`config.mk`:
```
export PLATFORM = sky130hd
export DESIGN_NAME = piso_tx_scheduler
export DESIGN_NICKNAME = d
export VERILOG_FILES = /design/src/rtl/piso_pkg.sv /design/src/rtl/piso_shift_core.sv /design/src/rtl/piso_tx_scheduler.sv
export SDC_FILE = /design/constraint.sdc
export NUM_CORES = 1
export LEC_CHECK = 0
export CAP_MARGIN = 15
export CORE_UTILIZATION = 45
export CTS_BUF_LIST = sky130_fd_sc_hd__clkbuf_16
export DETAILED_ROUTE_END_ITERATION = 16
export GPL_TIMING_DRIVEN = 0
export PLACE_DENSITY = 0.9
export RECOVER_POWER = 25
export SLEW_MARGIN = 20
export SYNTH_ARGS = -nofsm -noshare
export SYNTH_HDL_FRONTEND = slang
export SYNTH_SLANG_ARGS = --single-unit
export TNS_END_PERCENT = 5
```
`constraint.sdc`:
```
create_clock -name clk -period 3 [get_ports clk]
set_clock_uncertainty 0.05 [all_clocks]
set_input_delay 0.45 -clock clk [delete_from_list [all_inputs] [get_ports clk]]
set_output_delay 0.45 -clock clk [all_outputs]
set_load 0.01 [all_outputs]
```
`src/rtl/piso_pkg.sv`:
```
// piso_pkg: shared state type, default sizes and round-robin pick for piso_tx_scheduler.
package piso_pkg;
  localparam int NUM_REQ_DEF = 4;
  localparam int DATA_W_DEF = 4;
  localparam int MAX_REQ = 16;
  localparam int MAX_ID_W = 4;
  typedef enum logic {IDLE, SHIFT} state_e;
  typedef struct packed {
    logic found;
    logic [MAX_ID_W-1:0] idx;
  } rr_pick_t;
  // First valid index at or after ptr, wrapping modulo n.
  function automatic rr_pick_t rr_pick(input logic [MAX_REQ-1:0] valid, input logic [MAX_ID_W-1:0] ptr, input int n);
    rr_pick_t r;
    int k;
    r = '0;
    for (int i = 0; i < MAX_REQ; i++) begin
      k = (int'(ptr) + i) % n;
      if (i < n && !r.found && valid[MAX_ID_W'(k)]) begin
        r.found = 1'b1;
        r.idx = MAX_ID_W'(k);
      end
    end
    return r;
  endfunction
endpackage

```
`src/rtl/piso_shift_core.sv`:
```
// piso_shift_core: MSB-first parallel-in/serial-out shift register.
module piso_shift_core #(
  parameter int DATA_W = 4
) (
  input  logic              clk,
  input  logic              rst,
  input  logic              load,
  input  logic              shift_en,
  input  logic [DATA_W-1:0] parallel_in,
  output logic              serial_out
);
  logic [DATA_W-1:0] shreg_q, shreg_d;
  always_comb shreg_d = load ? parallel_in : shift_en ? {shreg_q[DATA_W-2:0], 1'b0} : shreg_q;
  always_ff @(posedge clk or posedge rst)
    if (rst) shreg_q <= '0;
    else shreg_q <= shreg_d;
  assign serial_out = shreg_q[DATA_W-1];
endmodule

```
`src/rtl/piso_tx_scheduler.sv`:
```
// piso_tx_scheduler: round-robin arbiter feeding one shared MSB-first serializer, gapless back-to-back.
module piso_tx_scheduler import piso_pkg::*; #(
  parameter int NUM_REQ = NUM_REQ_DEF,
  parameter int DATA_W = DATA_W_DEF,
  localparam int ID_W = $clog2(NUM_REQ)
) (
  input  logic                      clk,
  input  logic                      rst,
  input  logic [NUM_REQ-1:0]        req_valid,
  input  logic [NUM_REQ*DATA_W-1:0] req_data,
  output logic [NUM_REQ-1:0]        req_ready,
  output logic                      serial_out,
  output logic                      serial_valid,
  output logic                      frame_start,
  output logic [ID_W-1:0]           active_id,
  output logic                      busy
);
  localparam int CNT_W = $clog2(DATA_W);
  state_e state_q, state_d;
  logic [CNT_W-1:0] bit_cnt_q, bit_cnt_d;
  logic [ID_W-1:0] rr_ptr_q, rr_ptr_d, active_id_q, active_id_d, win_id;
  logic frame_start_q, frame_start_d;
  logic shifting, last_bit, arb_en, grant, core_out;
  logic [DATA_W-1:0] word;
  rr_pick_t pick;
  // Arbitration is open in IDLE and on the last bit, so a reload keeps the stream gapless.
  always_comb begin
    shifting = state_q == SHIFT;
    last_bit = shifting && bit_cnt_q == CNT_W'(DATA_W - 1);
    arb_en = !shifting || last_bit;
    pick = rr_pick(MAX_REQ'(req_valid), MAX_ID_W'(rr_ptr_q), NUM_REQ);
    win_id = ID_W'(pick.idx);
    grant = arb_en && pick.found && !rst;
    req_ready = grant ? NUM_REQ'(1) << win_id : '0;
    word = req_data[int'(win_id)*DATA_W +: DATA_W];
    rr_ptr_d = !grant ? rr_ptr_q : win_id == ID_W'(NUM_REQ - 1) ? '0 : win_id + 1'b1;
    active_id_d = grant ? win_id : active_id_q;
    frame_start_d = grant;
    state_d = grant || (shifting && !last_bit) ? SHIFT : IDLE;
    bit_cnt_d = !grant && shifting && !last_bit ? bit_cnt_q + 1'b1 : '0;
  end
  always_ff @(posedge clk or posedge rst)
    if (rst) begin
      state_q <= IDLE;
      bit_cnt_q <= '0;
      rr_ptr_q <= '0;
      active_id_q <= '0;
      frame_start_q <= 1'b0;
    end else begin
      state_q <= state_d;
      bit_cnt_q <= bit_cnt_d;
      rr_ptr_q <= rr_ptr_d;
      active_id_q <= active_id_d;
      frame_start_q <= frame_start_d;
    end
  piso_shift_core #(.DATA_W(DATA_W)) u_core (
    .clk        (clk),
    .rst        (rst),
    .load       (grant),
    .shift_en   (shifting),
    .parallel_in(word),
    .serial_out (core_out)
  );
  assign serial_valid = shifting;
  assign busy = shifting;
  assign serial_out = core_out & shifting;
  assign frame_start = frame_start_q;
  assign active_id = active_id_q;
endmodule

```
Word level (Yosys, flattened, before mapping)

Cells that the tools add are included.
W data, S select, Z words.

Flip-flop bits (word level): 12
Output and inout port bits: 10

$add $sub $neg: 5
Order comparisons: 4
Equal/unequal tests: 2
Shifts and indexed selects: 2
Mux-type cells: 21
Bitwise operators: 4
Reductions and logical operators: 22

Operator list:

| operator              | number |
|---|---|
| $mux W5               | 4 |
| $lt A3 B6 Y1 const B  | 3 |
| $shiftx A16 B5 Y4     | 1 |
| $mux W4               | 3 |
| $bmux W1 S3           | 3 |
| $logic_and A1 B1 Y1   | 9 |
| $mux W1               | 8 |
| $logic_not A1 Y1      | 7 |
| $add A2 B1 Y2 const B | 3 |
| $reduce_or A2 Y1      | 3 |
| $lt A2 B5 Y1 const B  | 1 |
| $add A2 B2 Y2 const B | 2 |
| $eq A2 B2 Y1 const B  | 2 |
| $mux W2               | 2 |
| $shl A1 B2 Y4 const A | 1 |
| $and A1 B1 Y1 const A | 3 |
| $bmux W1 S2           | 1 |
| $logic_or A1 B1 Y1    | 2 |
| $reduce_bool A2 Y1    | 1 |
| $and A1 B1 Y1         | 1 |

Longest topological paths before layout

Gate-level depths: netlist of run 1.

Depth after elaboration: 20
Gate-level depth with buffers: 8
Gate-level depth less buffers: 7

Cells and area by module

From an unflattened synthesis of run 1, not the netlist that was laid out.

Cells, all modules: 105
Area total of the unflattened synthesis: 937.1 um^2

Modules (own cells, without submodules):

| module            | times used | cells each | area each (um^2) | seq. area each (um^2) |
|---|---|---|---|---|
| piso_tx_scheduler | 1          | 88         | 762.0            | 200.2 |
| piso_shift_core   | 1          | 17         | 175.2            | 100.1 |

Least setup slack after synthesis of run 1

Ideal clock, no wire load.

Path kind: input to output
Start point: in req_valid[1]
End point: out req_ready[0]
Arrival time: 1522 ps
Data required time: 2500 ps
Setup slack: 978 ps
Stages on the path: 4
Path buffers: 1
Cell sequence: or4_4 and3_1 clkbuf_1 and2_1

Longest elaborated chain between the ends: 15
Elaborated cells between the ends (all ways): 25
Those cells by class: 1 x shift; 16 x mux; 8 x reduce/logical

Ends and longest elaborated chain:

| what                                 | RTL line                | text |
|---|---|---|
| from (decl)                          | piso_tx_scheduler.sv:9  | `input logic [NUM_REQ-1:0] req_valid,` |
| $bmux W1 S2                          | piso_pkg.sv:19          | `if (i < n && !r.found && valid[MAX_ID_W'(k)]) begin` |
| $mux W1 (implied by the code)        | piso_pkg.sv:19          |  |
| $mux W5                              | piso_pkg.sv:19          |  |
| $logic_not A1 Y1                     | piso_pkg.sv:19          |  |
| $logic_and A1 B1 Y1                  | piso_pkg.sv:19          |  |
| $mux W5                              | piso_pkg.sv:19          |  |
| $logic_not A1 Y1                     | piso_pkg.sv:19          |  |
| $logic_and A1 B1 Y1                  | piso_pkg.sv:19          |  |
| $mux W5                              | piso_pkg.sv:19          |  |
| $logic_not A1 Y1                     | piso_pkg.sv:19          |  |
| $logic_and A1 B1 Y1                  | piso_pkg.sv:19          |  |
| $mux W5 (*)                          | piso_pkg.sv:19          |  |
| $logic_and A1 B1 Y1 (*) (2 in a row) | piso_tx_scheduler.sv:33 | `grant = arb_en && pick.found && !rst;` |
| named net frame_start_d              | piso_tx_scheduler.sv:22 | `logic frame_start_q, frame_start_d;` |
| $mux W4 (*)                          | piso_tx_scheduler.sv:34 | `req_ready = grant ? NUM_REQ'(1) << win_id : '0;` |
| to (decl)                            | piso_tx_scheduler.sv:11 | `output logic [NUM_REQ-1:0] req_ready,` |

Mark *: on every way through the listed nets, which the timed path passes. The rest lies on a longest branch. The select of a mux whose other input is x is not followed.

==> results.txt, run 1 <==
The largest net degree at the start of global routing came out at 16. The first-pass GRT wire length came out at roughly 3800 um. The critical path data arrival time came out at 2.42 ns. The startpoint class of the critical path is an input port.

The path class of the tightest hold or removal check is flip-flop to flip-flop. The floorplan has 16 rows. The horizontal die dimension is ~47 um. The slew at the pin closest to its max-slew limit is between 0.3 and 0.4 ns.

The final count of negative-setup-slack endpoints came out at 0. The number of failing hold endpoints at the final stage is 0. The number of standard cells after synthesis is approximately 110. The total overflow left after global routing is 0. The via count of the first global-routing pass is 871. The core utilization of the finished layout is 69.7%. TritonCTS built the clock tree.

Across all register-to-register paths, the minimum setup slack is roughly 1.1 ns. The post-CTS clock slew at the launch and capture registers of the worst setup and hold paths is ~0.050 ns. No sink is reached through more buffers than the 2 on the longest clock path. Max-cap violations in this run came to 0.

The cell leakage power came out at ~0.63 nW. The post-layout minimum cycle time came out at between 2 and 3 ns. In the final design database the tool counted between 150 and 200 nets.

The initial antenna violation count came out at 0. The post-route fraction of the period consumed by the critical path is between 90% and 100%. The Yosys step of the flow raised 0 warnings. The y dimension of the die came out at around 47 um. The worst setup path is of the input port to output pin kind. The final antenna diode count is 0.

The peak per-stage delay on the critical path is 0.52 ns. The count of routing violations after the opening detailed-route iteration came out at 48. Cells with a size suffix above 1 make up 14.2% of the layout. The proportion of synthesized chip area in sequential cells is between 30% and 40%. For the worst-skew pair, the clock arrives at the later sink with an insertion delay of between 0.2 and 0.25 ns.

The area growth from synthesis to layout came out at 46.8%. Traced cell by cell, the critical path runs through clkdlybuf4s50_1 -> a21oi_1 -> or3b_1 -> o221a_2 -> buf_6 -> ha_1 -> and2_1 -> dlygate4sd2_1. The largest fanout of any net on the critical path came out at 11. The slowest stage of the critical path is the clkdlybuf4s50_1 cell.

The cell area power density is roughly 820 nW/um2. The post-synthesis average cell area came out at 8.54 um2. The total count of max-transition violations in the final report came to 0. In this run, synthesis inferred 0 flip-flops with an integrated enable.

The depth of the CTS H-tree came out at 1. After detailed routing, the number of remaining DRC violations is 0. The I/O pin count is 32. After clock tree synthesis, the flow added hold-fix buffers numbering 0. The maximum resistive drop on vdd is between 0.6 and 0.7 mV. The core area came out at between 1500 and 2000 um2. The initial cell density of the core came out at 47.5%.

The routability congestion estimate from global placement came out at 0.764. The data required time of the worst path is between 2 and 3 ns. The number of different library cells used by synthesis comes to 33. Among all flip-flop cells after synthesis, the most frequent one is dfrtp_1. The CTS buffer count is 3. The critical path capture point type is an output pin. The cell area that synthesis handed to floorplanning was around 920 um2.

The routed design has about 2500 um of wire. The synthesized design contains 12 register bits. In this run the tightest slew margin relative to its limit is between 70% and 80%. The flow ran to the end, and the final reports show no timing, DRC or antenna violations. Grouping stages by cell kind, the critical path spends the most delay in buffers and inverters. The footprint of the multi-input gates is between 500 and 600 um2.

The synthesized net count is ~140. The post-detailed-route via-to-cell ratio is about 5.7. The count of buffer and inverter cells on the critical path is 3. Global routing used roughly a quarter of the available tracks across all layers. The CTS sink count came out at 12. In the final routed layout, each cell accounts on average for ~15 um.

Once detail routing completed, the nets flagged for antenna violations numbered 0. The count of vias placed by the detailed router is around 960. The number of buffers added on ports came out at 31.

The full die area came out at approximately 2200 um2. Detailed placement ended at an HPWL of roughly 1900 um. Setup repair after global routing left no endpoint under its margin.

Derived from the worst setup path, the maximum achievable clock frequency is 0.343 GHz. Clock tree synthesis selected as its root buffer the cell clkbuf_16. The sequential cell area came out at about 300 um2. The total power is 0.00111 W. The iteration count of the initial detailed-routing pass is 4. After synthesis, the share of flip-flops with an asynchronous set or reset is 100%. The fill cell total of the finished layout came out at 151.
==> routing by layer <==
layer / wire length [um] / vias to the layer above / GRT usage, %
met2: 1350 / 49 / 41.4
met1: 923 / 450 / 29.5
met5: 0 / - / 0
met4: 35 / 0 / 8.00
li1: - / 448 / -
met3: 151 / 8 / 6.92
==> flip-flops by register name (all words and copies together) (netlist names) <==
| name | flops |
|---|---|
| u_core.shreg_q | 4 |
| active_id | 2 |
| bit_cnt_q | 2 |
| rr_ptr_q | 2 |
| busy | 1 |
| frame_start | 1 |
==> power by group <==
group / switching, W / internal [W]
Clock: 0.0000702 / 0.000176
Sequential: 0.0000535 / 0.000235
Combinational: 0.000289 / 0.000288
==> worst reg2reg max path: cells and delay by family (launching register included) <==
family	cells	cell delay, ns
DFF	1	0.41
muxes	1	0.26
AOI/OAI and AO/OA	2	0.27
buffers and inverters	1	0.18
and+or+nand+nor	1	0.34
adders and majority gates	1	0.26
==> per-stage QoR <==
step           setup TNS [ns]  hold WS, ns  std cells  setup slack [ns]  area [um2]
3_3_place_gp           -0.251        0.372        166           -0.0850        1270
3_5_place_dp           -0.623        0.383        166            -0.223        1270
4_1_cts               -0.0388        0.389        169           -0.0388        1350
2_1_floorplan               0        0.286        108             0.978         922
6_report                    0        0.389        168            0.0842        1350
5_1_grt                     0        0.395        168            0.0214        1350
==> cells in the final DEF, fill, tap and decap left out, types with 4 or more instances in the layout <==
cell type | netlist | final
dfrtp_1 | 12 | 12
nand2_1 | 21 | 21
inv_1 | 5 | 4
nor2_1 | 6 | 6
mux2i_1 | 7 | 7
and2_1 | 5 | 5
and3_1 | 4 | 4
o22ai_1 | 4 | 4
dlygate4sd2_1 | 0 | 4
clkdlybuf4s50_1 | 0 | 25
ha_1 | 5 | 5
==> timing repair <==
item / 4_1_cts / 5_1_grt
cloned: 0 / 0
setup buffers: 0 / 0
pin swaps: 0 / 0
resized for setup: 10 / 3
endpoints found under the setup margin: 4 / 1
==> synth_stat cells, types with 3 or more instances <==
| master | number | share of area [%] |
|---|---|---|
| mux2i_1 | 7 | 7.6 |
| nor2_1 | 6 | 2.4 |
| and2_1 | 5 | 3.4 |
| and3_1 | 4 | 2.7 |
| o22ai_1 | 4 | 2.7 |
| dfrtp_1 | 12 | 33 |
| buf_2 | 3 | 1.6 |
| inv_1 | 5 | 2.0 |
| a32oi_1 | 3 | 2.8 |
| mux2_2 | 3 | 3.7 |
| nand4_1 | 3 | 2.0 |
| nand2_1 | 21 | 8.5 |
| a31oi_1 | 3 | 2.0 |
| ha_1 | 5 | 6.8 |
==> path summary, 6_finish.rpt <==
kind                         startpoint      endpoint  depth (start not counted)
min reg2reg                bit_cnt_q[0]  bit_cnt_q[0]                          1
max in group asynchronous           rst  active_id[1]                          2
min                        bit_cnt_q[0]  bit_cnt_q[0]                          1
max reg2reg                 rr_ptr_q[1]   rr_ptr_q[1]                          6
max                        req_valid[0]  req_ready[2]                          8
min in group asynchronous           rst  bit_cnt_q[0]                          2
==> logic make-up after synthesis <==
| kind of cell | count (synthesis) | share of synthesized area (%) |
|---|---|---|
| adder cells (fa/ha/maj) | 5 | 6.78 |
| buffers and inverters | 12 | 5.70 |
| AO/OA/AOI/OAI | 16 | 13.2 |
| AND/OR/NAND/NOR | 53 | 30.5 |
| multiplexers | 10 | 11.3 |
| flip-flops | 12 | 32.6 |
==> cell type report <==
type	count	share of cell area, %
Sequential cell	12	22.2
Inverter	7	2.59
Multi-Input combinational cell	84	42.2
Timing Repair Buffer	31	22.7
Buffer	3	1.94
Clock buffer	3	5.55
Tap cell	27	2.50
Clock inverter	1	0.277
No activity file was read; power rests on OpenSTA's default activity.
==> run 2, diff against run 1 <==
GPL_ROUTABILITY_DRIVEN = 0   (was default)
RECOVER_POWER = 100   (was 25)
clock period = 3.65 ns   (was 3 ns; I/O delays follow)
==> run 2 against run 1 <==
Net effect:
- sequential share of layout area is 0.38 points higher
- core utilization is 1.2 points lower
- critical path depth is 1 higher
- flip-flop and latch count stayed put
- combinational power is 21% lower
- count of clock-buffer cells in the layout stayed put
- die area stayed put
- sequential power is 19% lower
- non-clock buffer count is 2 higher
- total power is 20% lower
- largest cell class unchanged
- global-route usage is 0.32 points lower
==> results.txt, run 2 (synthesis gave the netlist of run 1 again) <==
The horizontal die dimension came out at approximately 47 um. The count of nets left with antenna violations once routing finished came out at 0. The via count of the first global-routing pass came out at 877. The largest net degree at the start of global routing came out at 16.

The initial antenna violation count came out at 0. The signal on the critical path passes through clkdlybuf4s50_1 -> inv_1 -> o221a_2 -> o22a_2 -> inv_2 -> clkbuf_2 -> ha_1 -> and2_1 -> clkdlybuf4s50_1. The initial cell density of the core came out at a little under half.

The post-route DRC violation count is 0. The repair_antennas step left the layout with diodes totalling 0. The total negative slack came out at 0 ns.

The I/O pin count came out at 32. The post-CTS clock slew at the launch and capture registers of the worst setup and hold paths is 0.04 ns. The number of failing hold endpoints at the final stage is 0.

At the worst endpoint, the required time is 3.05 ns. The cell-internal power is roughly 0.00056 W. The sum of overflow across all layers after global routing came out at 0.

The worst slew margin relative to its limit came out at roughly 66%. The floorplan step defined a die boundary enclosing around 2200 um2. The worst setup path is launched from an input port. In the final design database the tool counted 171 nets. The buffer levels on the longest clock path came out at 2. The flip-flop count of the largest register after layout is 4. The pre-antenna-repair detailed-routing pass consisted of 4 iterations. Buffers inserted to repair hold after CTS numbered 0. In the global route stage, overall resource usage came out at roughly a quarter. The core utilization of the finished layout came out at between 60% and 70%.

The flow ran to the end, and the final reports show no timing, DRC or antenna violations. The post-layout minimum cycle time came out at 3.48 ns. The critical path data arrival time is around 2.9 ns. The largest fanout of any net on the critical path is 11. The count of routing violations after the opening detailed-route iteration came out at 30. The switching power total is between 0.0003 and 0.0004 W. CTS built an H-tree with a depth of 1. The total power is 0.000888 W. The cell at the root of the clock tree is clkbuf_16.

The share of power burned in the clock network came out at about 23%. The power share of the combinational group is around 51%. For this run, the slowest stage of the critical path takes 0.54 ns.

The total count of max-transition violations in the final report came out at 0. The post-DP HPWL came out at ~1900 um. The worst setup path is of the input port to output pin kind. The setup check on the worst reg-to-reg path leaves a slack of approximately 1.6 ns. The CTS buffer count came out at 3. The number of gates resized after CTS was 0. The cell type with the highest occurrence count on the critical path is clkdlybuf4s50_1.

The fill cell total of the finished layout came out at roughly 150. The area growth from synthesis to layout came out at 44.4%. The number of setup buffers added after CTS came out at 0. The post-route fraction of the period consumed by the critical path came out at between 90% and 100%. The endpoint of the lowest-slack register-to-register path is u_core.shreg_q[0]. TritonCTS built the clock tree.

The fraction of layout instances using a drive strength above 1 is between 10% and 20%. The aggregate routed wire length came out at between 2000 and 2500 um. The core area came out at 1940 um2. The final count of negative-setup-slack endpoints is 0. The startpoint identified for the worst hold timing path is bit_cnt_q[0]. The sequential share of power came out at 26.3%. The number of rows created at floorplan is 16. The worst-case IR drop observed on VDD is 0.548 mV.

The footprint of the multi-input gates is 556 um2. The worst setup path is captured at an output pin. The placed instance area came out at 1270 um2. The tree built by TritonCTS fans out to 12 sinks. In this run the worst hold path is classified as flip-flop to flip-flop. The post-detailed-route via-to-cell ratio came out at about 5.6. After routing the design area is 1330 um2. The slew at the pin closest to its max-slew limit came out at between 0.5 and 0.6 ns.

The number of buffers added on ports is 31. The first global-routing pass estimated 3740 um of wire. Summing over every cut layer, the via total after detailed routing is approximately 950.

The sequential cell area came out at between 300 and 400 um2. For this design the static power due to leakage is roughly 0.6 nW. The critical-path cell with the highest stage delay is clkdlybuf4s50_1. Setup repair after global routing left no endpoint under its margin. The max capacitance violation total is 0.

The post-detailed-route wirelength per cell is 14.2 um. The number of cells on the worst hold path came out at 1. u_core.shreg_q holds more flip-flops than any other register. The origin of the critical flop-to-flop path is rr_ptr_q[0]. Dividing total power by cell area gives a power density of 667 nW/um2. In the layout the commonest cells are 24 x clkdlybuf4s50_1, 21 x nand2_1, 12 x dfrtp_1, 7 x mux2i_1, 7 x dlygate4sd3_1.

The leading cell type in the layout, fill and taps excluded is clkdlybuf4s50_1. The y dimension of the die is about 47 um. The destination of the worst hold path is bit_cnt_q[0]. The clock latency on the worst-skew pair came out at approximately 0.24 ns. The maximum frequency from static timing analysis came out at approximately 0.29 GHz. The cell count of the worst reg-to-reg path came out at 8. Net switching is a little under two fifths of the power.
run 2: worst max-delay path, delay by kind of cell:
kind,cells,cell delay [ns]
and+or+nand+nor,1,0.16
AOI/OAI and AO/OA,2,0.52
adders and majority gates,1,0.22
buffers and inverters,5,1.42
run 2: metrics by stage:
step | setup WS, ns | hold WS, ns | cells
after floorplan | 1.43 | 0.360 | 108
after global placement | 0.370 | 0.372 | 166
after detailed placement | 0.232 | 0.383 | 166
after CTS | 0.194 | 0.389 | 170
after global routing | 0.0591 | 0.395 | 170
final | 0.166 | 0.387 | 170
run 2: final cells by class:
type / count / share of cell area (%)
inverter: 7 / 1.97
tap: 27 / 2.54
buffer: 5 / 1.97
sequential: 12 / 22.6
clock buffer: 3 / 5.64
clock inverter: 1 / 0.282
multi-input combinational: 84 / 41.7
timing repair buffer: 31 / 23.3
run 2: power by group through the flow:
stage | clock network (W) | registers, W | logic, W
after floorplan | 0 | 0.000235 | 0.000293
after global placement | 0 | 0.000232 | 0.000432
after detailed placement | 0 | 0.000236 | 0.000462
after CTS | 0.000206 | 0.000235 | 0.000465
after global routing | 0.000212 | 0.000239 | 0.000493
final | 0.000202 | 0.000234 | 0.000453
run 2: how the worst max path moves through the flow:
stage	to	slack [ns]	cells past startpoint	start
after global placement	req_ready[2]	0.37	9	req_valid[0]
after CTS	req_ready[2]	0.19	9	req_valid[0]
after detailed placement	req_ready[2]	0.23	9	req_valid[0]
after global routing	req_ready[2]	0.06	9	req_valid[1]
after floorplan	req_ready[0]	1.43	4	req_valid[1]
final	req_ready[2]	0.17	9	req_valid[0]
run 2: metal layers:
layer | vias up | part of all wire [%] | GRT usage, %
li1 | 451 | - | -
met1 | 445 | 39 | 28.5
met2 | 54 | 54 | 41.6
met3 | 2 | 6.3 | 6.15
met4 | 0 | 0.46 | 8.57
met5 | - | 0 | 0
